===== src/rtl/rv32i_pkg.sv =====
// rtl/rv32i_pkg.sv - shared RV32I pipeline constants and register-file types
package rv32i_pkg;
  localparam int XLEN = 32;
  localparam int NREG = 32;
  localparam logic [4:0] REG_ZERO = 5'd0;

  typedef logic [4:0]      reg_addr_t;
  typedef logic [XLEN-1:0] word_t;
endpackage


===== src/rtl/regfile_scoreboard.sv =====
// rtl/regfile_scoreboard.sv - pending-write bits; ID issue sets, WB write clears
module regfile_scoreboard #(
  parameter int NREG = rv32i_pkg::NREG,
  parameter int AW   = $clog2(NREG)
) (
  input  logic            clk,
  input  logic            rst_n,
  input  logic            iss_en,
  input  logic [AW-1:0]   iss_addr,
  input  logic            w_en,
  input  logic [AW-1:0]   w_addr,
  output logic [NREG-1:0] busy_vec
);
  logic [NREG-1:0] busy_q;
  logic [NREG-1:0] busy_d;

  // Clear first, then set, so a same-cycle issue (the new producer) wins.
  always_comb begin
    busy_d = busy_q;
    if (w_en && (w_addr != '0)) busy_d[w_addr] = 1'b0;
    if (iss_en && (iss_addr != '0)) busy_d[iss_addr] = 1'b1;
    busy_d[0] = 1'b0;
  end

  always_ff @(posedge clk) begin
    if (!rst_n) busy_q <= '0;
    else        busy_q <= busy_d;
  end

  assign busy_vec = busy_q;
endmodule


===== src/rtl/regfile_bypass.sv =====
// rtl/regfile_bypass.sv - multi-port integer register file with WB->ID bypass
// and a pending-write scoreboard feeding the stall unit.
module regfile_bypass #(
  parameter int XLEN = rv32i_pkg::XLEN,
  parameter int NREG = rv32i_pkg::NREG,
  parameter int NRD  = 2,
  parameter int AW   = $clog2(NREG)
) (
  input  logic              clk,
  input  logic              rst_n,
  input  logic [NRD*AW-1:0] rd_addr,
  output logic [NRD*XLEN-1:0] rd_data,
  output logic [NRD-1:0]    rd_busy,
  input  logic              w_en,
  input  logic [AW-1:0]     w_addr,
  input  logic [XLEN-1:0]   w_data,
  input  logic              iss_en,
  input  logic [AW-1:0]     iss_addr,
  output logic [NREG-1:0]   busy_vec
);
  logic [XLEN-1:0] regs_q [NREG];

  regfile_scoreboard #(.NREG(NREG), .AW(AW)) u_sb (
    .clk      (clk),
    .rst_n    (rst_n),
    .iss_en   (iss_en),
    .iss_addr (iss_addr),
    .w_en     (w_en),
    .w_addr   (w_addr),
    .busy_vec (busy_vec)
  );

  always_ff @(posedge clk) begin
    if (!rst_n) begin
      for (int r = 0; r < NREG; r++) regs_q[r] <= '0;
    end else if (w_en && (w_addr != '0)) begin
      regs_q[w_addr] <= w_data;
    end
  end

  // x0 is forced to zero on the read side so its storage is never consulted.
  always_comb begin
    rd_data = '0;
    rd_busy = '0;
    for (int i = 0; i < NRD; i++) begin
      logic [AW-1:0] a;
      logic          hit;
      a   = rd_addr[i*AW +: AW];
      hit = w_en && (w_addr == a);
      if (a != '0) begin
        rd_data[i*XLEN +: XLEN] = hit ? w_data : regs_q[a];
        rd_busy[i]              = busy_vec[a] & ~hit;
      end
    end
  end
endmodule


===== config.mk =====
export PLATFORM = sky130hd
export DESIGN_NAME = regfile_bypass
export DESIGN_NICKNAME = d
export VERILOG_FILES = /design/src/rtl/rv32i_pkg.sv /design/src/rtl/regfile_scoreboard.sv /design/src/rtl/regfile_bypass.sv
export SDC_FILE = /design/constraint.sdc
export NUM_CORES = 2
export LEC_CHECK = 0
export CAP_MARGIN = 20
export CORE_MARGIN = 2
export CORE_UTILIZATION = 40
export CTS_BUF_LIST = sky130_fd_sc_hd__clkbuf_4
export DETAILED_ROUTE_END_ITERATION = 10
export PLACE_DENSITY = 0.61
export SLEW_MARGIN = 0
export SYNTH_ARGS = -nofsm -noshare
export SYNTH_HDL_FRONTEND = slang
export SYNTH_HIERARCHICAL = 1
export SYNTH_SLANG_ARGS = --single-unit

===== constraint.sdc =====
create_clock -name clk -period 6.29 [get_ports clk]
set_input_delay 1.5725 -clock clk [delete_from_list [all_inputs] [get_ports clk]]
set_output_delay 1.5725 -clock clk [all_outputs]
set_load 0.05 [all_outputs]

==> summary.md <==
| Metric | Value |
|---|---|
| Die ar. | `0.1448 mm²` |
| Cell Count Post-Placement | `5,723` |
| FFs w/ async S/R, synth | `0%` |
| Register area share after synthesis | `55.32%` |
| Post-Route Setup TNS | `0 ns` |
| Number of nets in the final layout | `4,199` |
| Avg WL per Cell | `31.93 µm` |
| Vias in the first global route | `38,350` |
| WL final | `198,500 µm` |
| Clock Pin Slew Worst Setup and Hold Paths | `0.06 ns` |
| Outcome | `completed` |
| Drt via density | `6.184` |
| H-tree depth | `5` |
| Cell Int Power | `12.27 mW` |
| Crit path cell chain | `clkdlybuf4s50_1 -> or3b_4 -> buf_4 -> o22ai_1 -> a2111oi_2 -> a21oi_1 -> a22o_1 -> buf_4` |
| Clock Latency Late Sink | `1.24 ns` |
| Most used DFF post-synth | `edfxtp_1` |
| HPWL after DPL | `128,200 µm` |
| CP max-delay cell | `a2111oi_2` |
| Crit path max fanout | `18` |
| Hold_buf cts | `0` |
| Port buffer count | `152` |
| Post-CTS resize count | `0` |
| Iteration-0 DRC Markers | `5,146` |
| First-pass GRT wire length | `279,300 µm` |
| GPL Wtd Cong | `0.9140` |
| Non-filler cells, final | `6,218` |
| Psw | `4.741 mW` |
| CP endpoint kind | `output port` |
| Crit path to | `rd_data[3]` |
| Die W | `380.5 µm` |
| Fmax | `0.1642 GHz` |
| Reg2reg path depth | `2` |
| Hold path cells | `2` |
| Cell variety after synth | `62` |
| Leakage | `22.89 nW` |
| Overall Global Routing Usage | `27.06%` |
| Die height | `380.5 µm` |
| Kind of critical path | `input pin to output port` |
| Postcts setup bufs | `0` |
| Ports | `154` |
| FF/Latch Area | `0.03137 mm²` |
| Clk pwr share | `35.9%` |
| RSZ-0062 raised after global routing | `false` |
| Slew @ Worst Pin | `1.129 ns` |
| Syn Std Cell Area | `0.05671 mm²` |
| TritonRoute pass-1 iters | `5` |
| Largest net degree at the start of global routing | `63` |
| Fillers | `12,430` |
| Fin crit period | `6.089 ns` |
| Syn_area_per_cell | `14.77 µm²` |
| Critical Path AT | `4.52 ns` |
| Std-Cell Rows | `138` |
| Leading area contributor after synthesis | `edfxtp_1` |
| Clk_skew | `0 ns` |
| Combinational group share of total power | `15.4%` |
| Slowest cell delay on critical path | `0.69 ns` |
| Tot Pwr | `17.02 mW` |
| CTS Sinks | `1,055` |
| Initial core utilization | `40.20%` |
| R2r endpoint | `u_sb/busy_vec[25]$_SDFF_PN0_` |
| Total CTS buffers | `305` |
| Final instance area | `0.06537 mm²` |
| Hold Slack | `0.5162 ns` |
| RR Startpoint | `u_sb/busy_vec[25]$_SDFF_PN0_` |
| Number of flops mapped to enable cells by yosys | `1,024` |
| Post-Place Cell Area | `0.06181 mm²` |
| Final hold vios | `0` |
| Max cap viols | `0` |
| Worst IR Drop VDD | `185.9 µV` |
| Reg2reg setup slack | `5.57 ns` |
| Sw frac | `27.87%` |
| DRC errors left | `0` |
| Final setup fails | `0` |
| Clock tree buffer depth | `4` |
| Multi-input logic area | `0.02403 mm²` |
| Gate Count Post-Synth | `3,840` |
| Synth warn | `6` |
| P&R area growth vs syn | `15.27%` |
| Worst endpoint required time | `4.72 ns` |
| First element of the critical path | `rd_addr[3]` |
| CTS tree | `done` |
| Power density cells | `260.3 mW/mm²` |
| Yosys reg bits | `1,055` |
| Crit start category | `input pin` |
| Root Buffer | `clkbuf_4` |
| Fin crit share | `96.80%` |
| Initial antenna violation count | `10` |
| Synth area leaders | `edfxtp_1 54%, mux4_2 18%, and2_1 11%` |
| Post-DRT Antenna Nets | `0` |
| Vias | `38,450` |
| Slew HR | `24.56%` |
| Share of cells above drive strength 1 | `30.83%` |
| Crit path top cell by count | `buf_4` |
| Worst Hold Class | `flop to flop` |
| Sequential fraction of design power | `48.6%` |
| Fin. max-slew vios | `0` |
| Floorplan core area | `0.1411 mm²` |
| Yosys top cell area share | `54.22%` |
| Grt total ovfl | `0` |
==> how the worst min path moves through the flow <==
stage	from	to	slack, ns
finish	u_sb/busy_vec[3]$_SDFF_PN0_	u_sb/busy_vec[3]$_SDFF_PN0_	0.52
CTS	u_sb/busy_vec[3]$_SDFF_PN0_	u_sb/busy_vec[3]$_SDFF_PN0_	0.52
global placement	u_sb/busy_vec[2]$_SDFF_PN0_	u_sb/busy_vec[2]$_SDFF_PN0_	0.51
detailed placement	u_sb/busy_vec[3]$_SDFF_PN0_	u_sb/busy_vec[3]$_SDFF_PN0_	0.51
floorplan	u_sb/busy_vec[2]$_SDFF_PN0_	u_sb/busy_vec[2]$_SDFF_PN0_	0.69
global route	u_sb/busy_vec[3]$_SDFF_PN0_	u_sb/busy_vec[3]$_SDFF_PN0_	0.54
==> power by group through the flow <==
stage / combinational (mW) / clock [mW] / sequential [mW]
floorplan: 1.52 / 0 / 8.37
global placement: 2.58 / 0 / 8.39
detailed placement: 2.58 / 0 / 8.42
CTS: 2.59 / 6.22 / 8.27
global route: 2.69 / 6.58 / 8.31
finish: 2.63 / 6.11 / 8.28
==> cells in the mapped netlist (all sizes together) (34+ instances only) <==
master  number
a21oi       75
a22o        73
a22oi       88
and2       996
buf        127
clkbuf     298
edfxtp    1024
mux2i      193
mux4       449
nor2        46
o211ai      39
o21ai       62
o221ai      34
o22ai       59
==> state kept, by name, summed over array words and instances, names as in the netlist <==
register / cells
regs_q: 1024
u_sb/busy_vec: 31
==> critical path: cells and delay by family <==
family | cells | cell delay [ns]
AOI/OAI and AO/OA | 4 | 1.29
and+or+nand+nor | 1 | 0.39
buffers and inverters | 3 | 1.24
==> cells by family (layout without fill, tap and decap cells) <==
family	count (synthesis)	after routing	share of synthesized area, %
other	2	41	0.01324
and+or+nand+nor	1167	1167	12.65
xor gates and xnor gates	10	10	0.1544
AOI/OAI and AO/OA	534	534	7.073
buffers and inverters	428	877	3.519
muxes	644	644	21.28
DFF	1055	1055	55.32
==> cell type report <==
type | count | area share (%)
inverter | 3 | 0.01723
sequential | 1055 | 47.99
clock inverter | 52 | 0.3522
clock buffer | 432 | 4.961
multi-input combinational | 2388 | 36.76
tap | 1890 | 3.618
antenna | 8 | 0.03062
timing repair buffer | 390 | 6.272
==> cell usage in the layout (no fill, tap or decap), types with 21 or more instances in the layout <==
master / count
mux2i_1: 193
o21ai_4: 31
clkdlybuf4s50_1: 76
dfxtp_1: 31
edfxtp_1: 1024
and2_1: 994
o221ai_1: 34
a2111oi_2: 25
a211oi_1: 21
nand2_1: 33
buf_4: 233
buf_12: 75
o22ai_1: 59
conb_1: 33
a22oi_1: 88
clkbuf_4: 432
a22o_1: 73
a21oi_1: 75
clkinv_1: 37
nor2_4: 21
o211ai_1: 39
o21ai_0: 26
mux4_2: 449
==> per-layer routing <==
layer  track usage [%]  share of wire [%]  vias up
met5                 0              0.023        -
met4             13.10                4.7        6
met3             6.759                 11      484
met2             41.87                 46     2479
met1             35.68                 38    19790
li1                  -                  -    15700
==> per-stage QoR <==
| step | utilization, % | setup slack, ns |
|---|---|---|
| CTS | 46.28 | 0.2792 |
| global placement | 43.80 | 0.3423 |
| finish | 46.34 | 0.2013 |
| global route | 46.34 | 0.1789 |
| detailed placement | 43.82 | 0.2848 |
| floorplan | - | 1.044 |
Note: power is estimated with default switching activity, not from simulation.
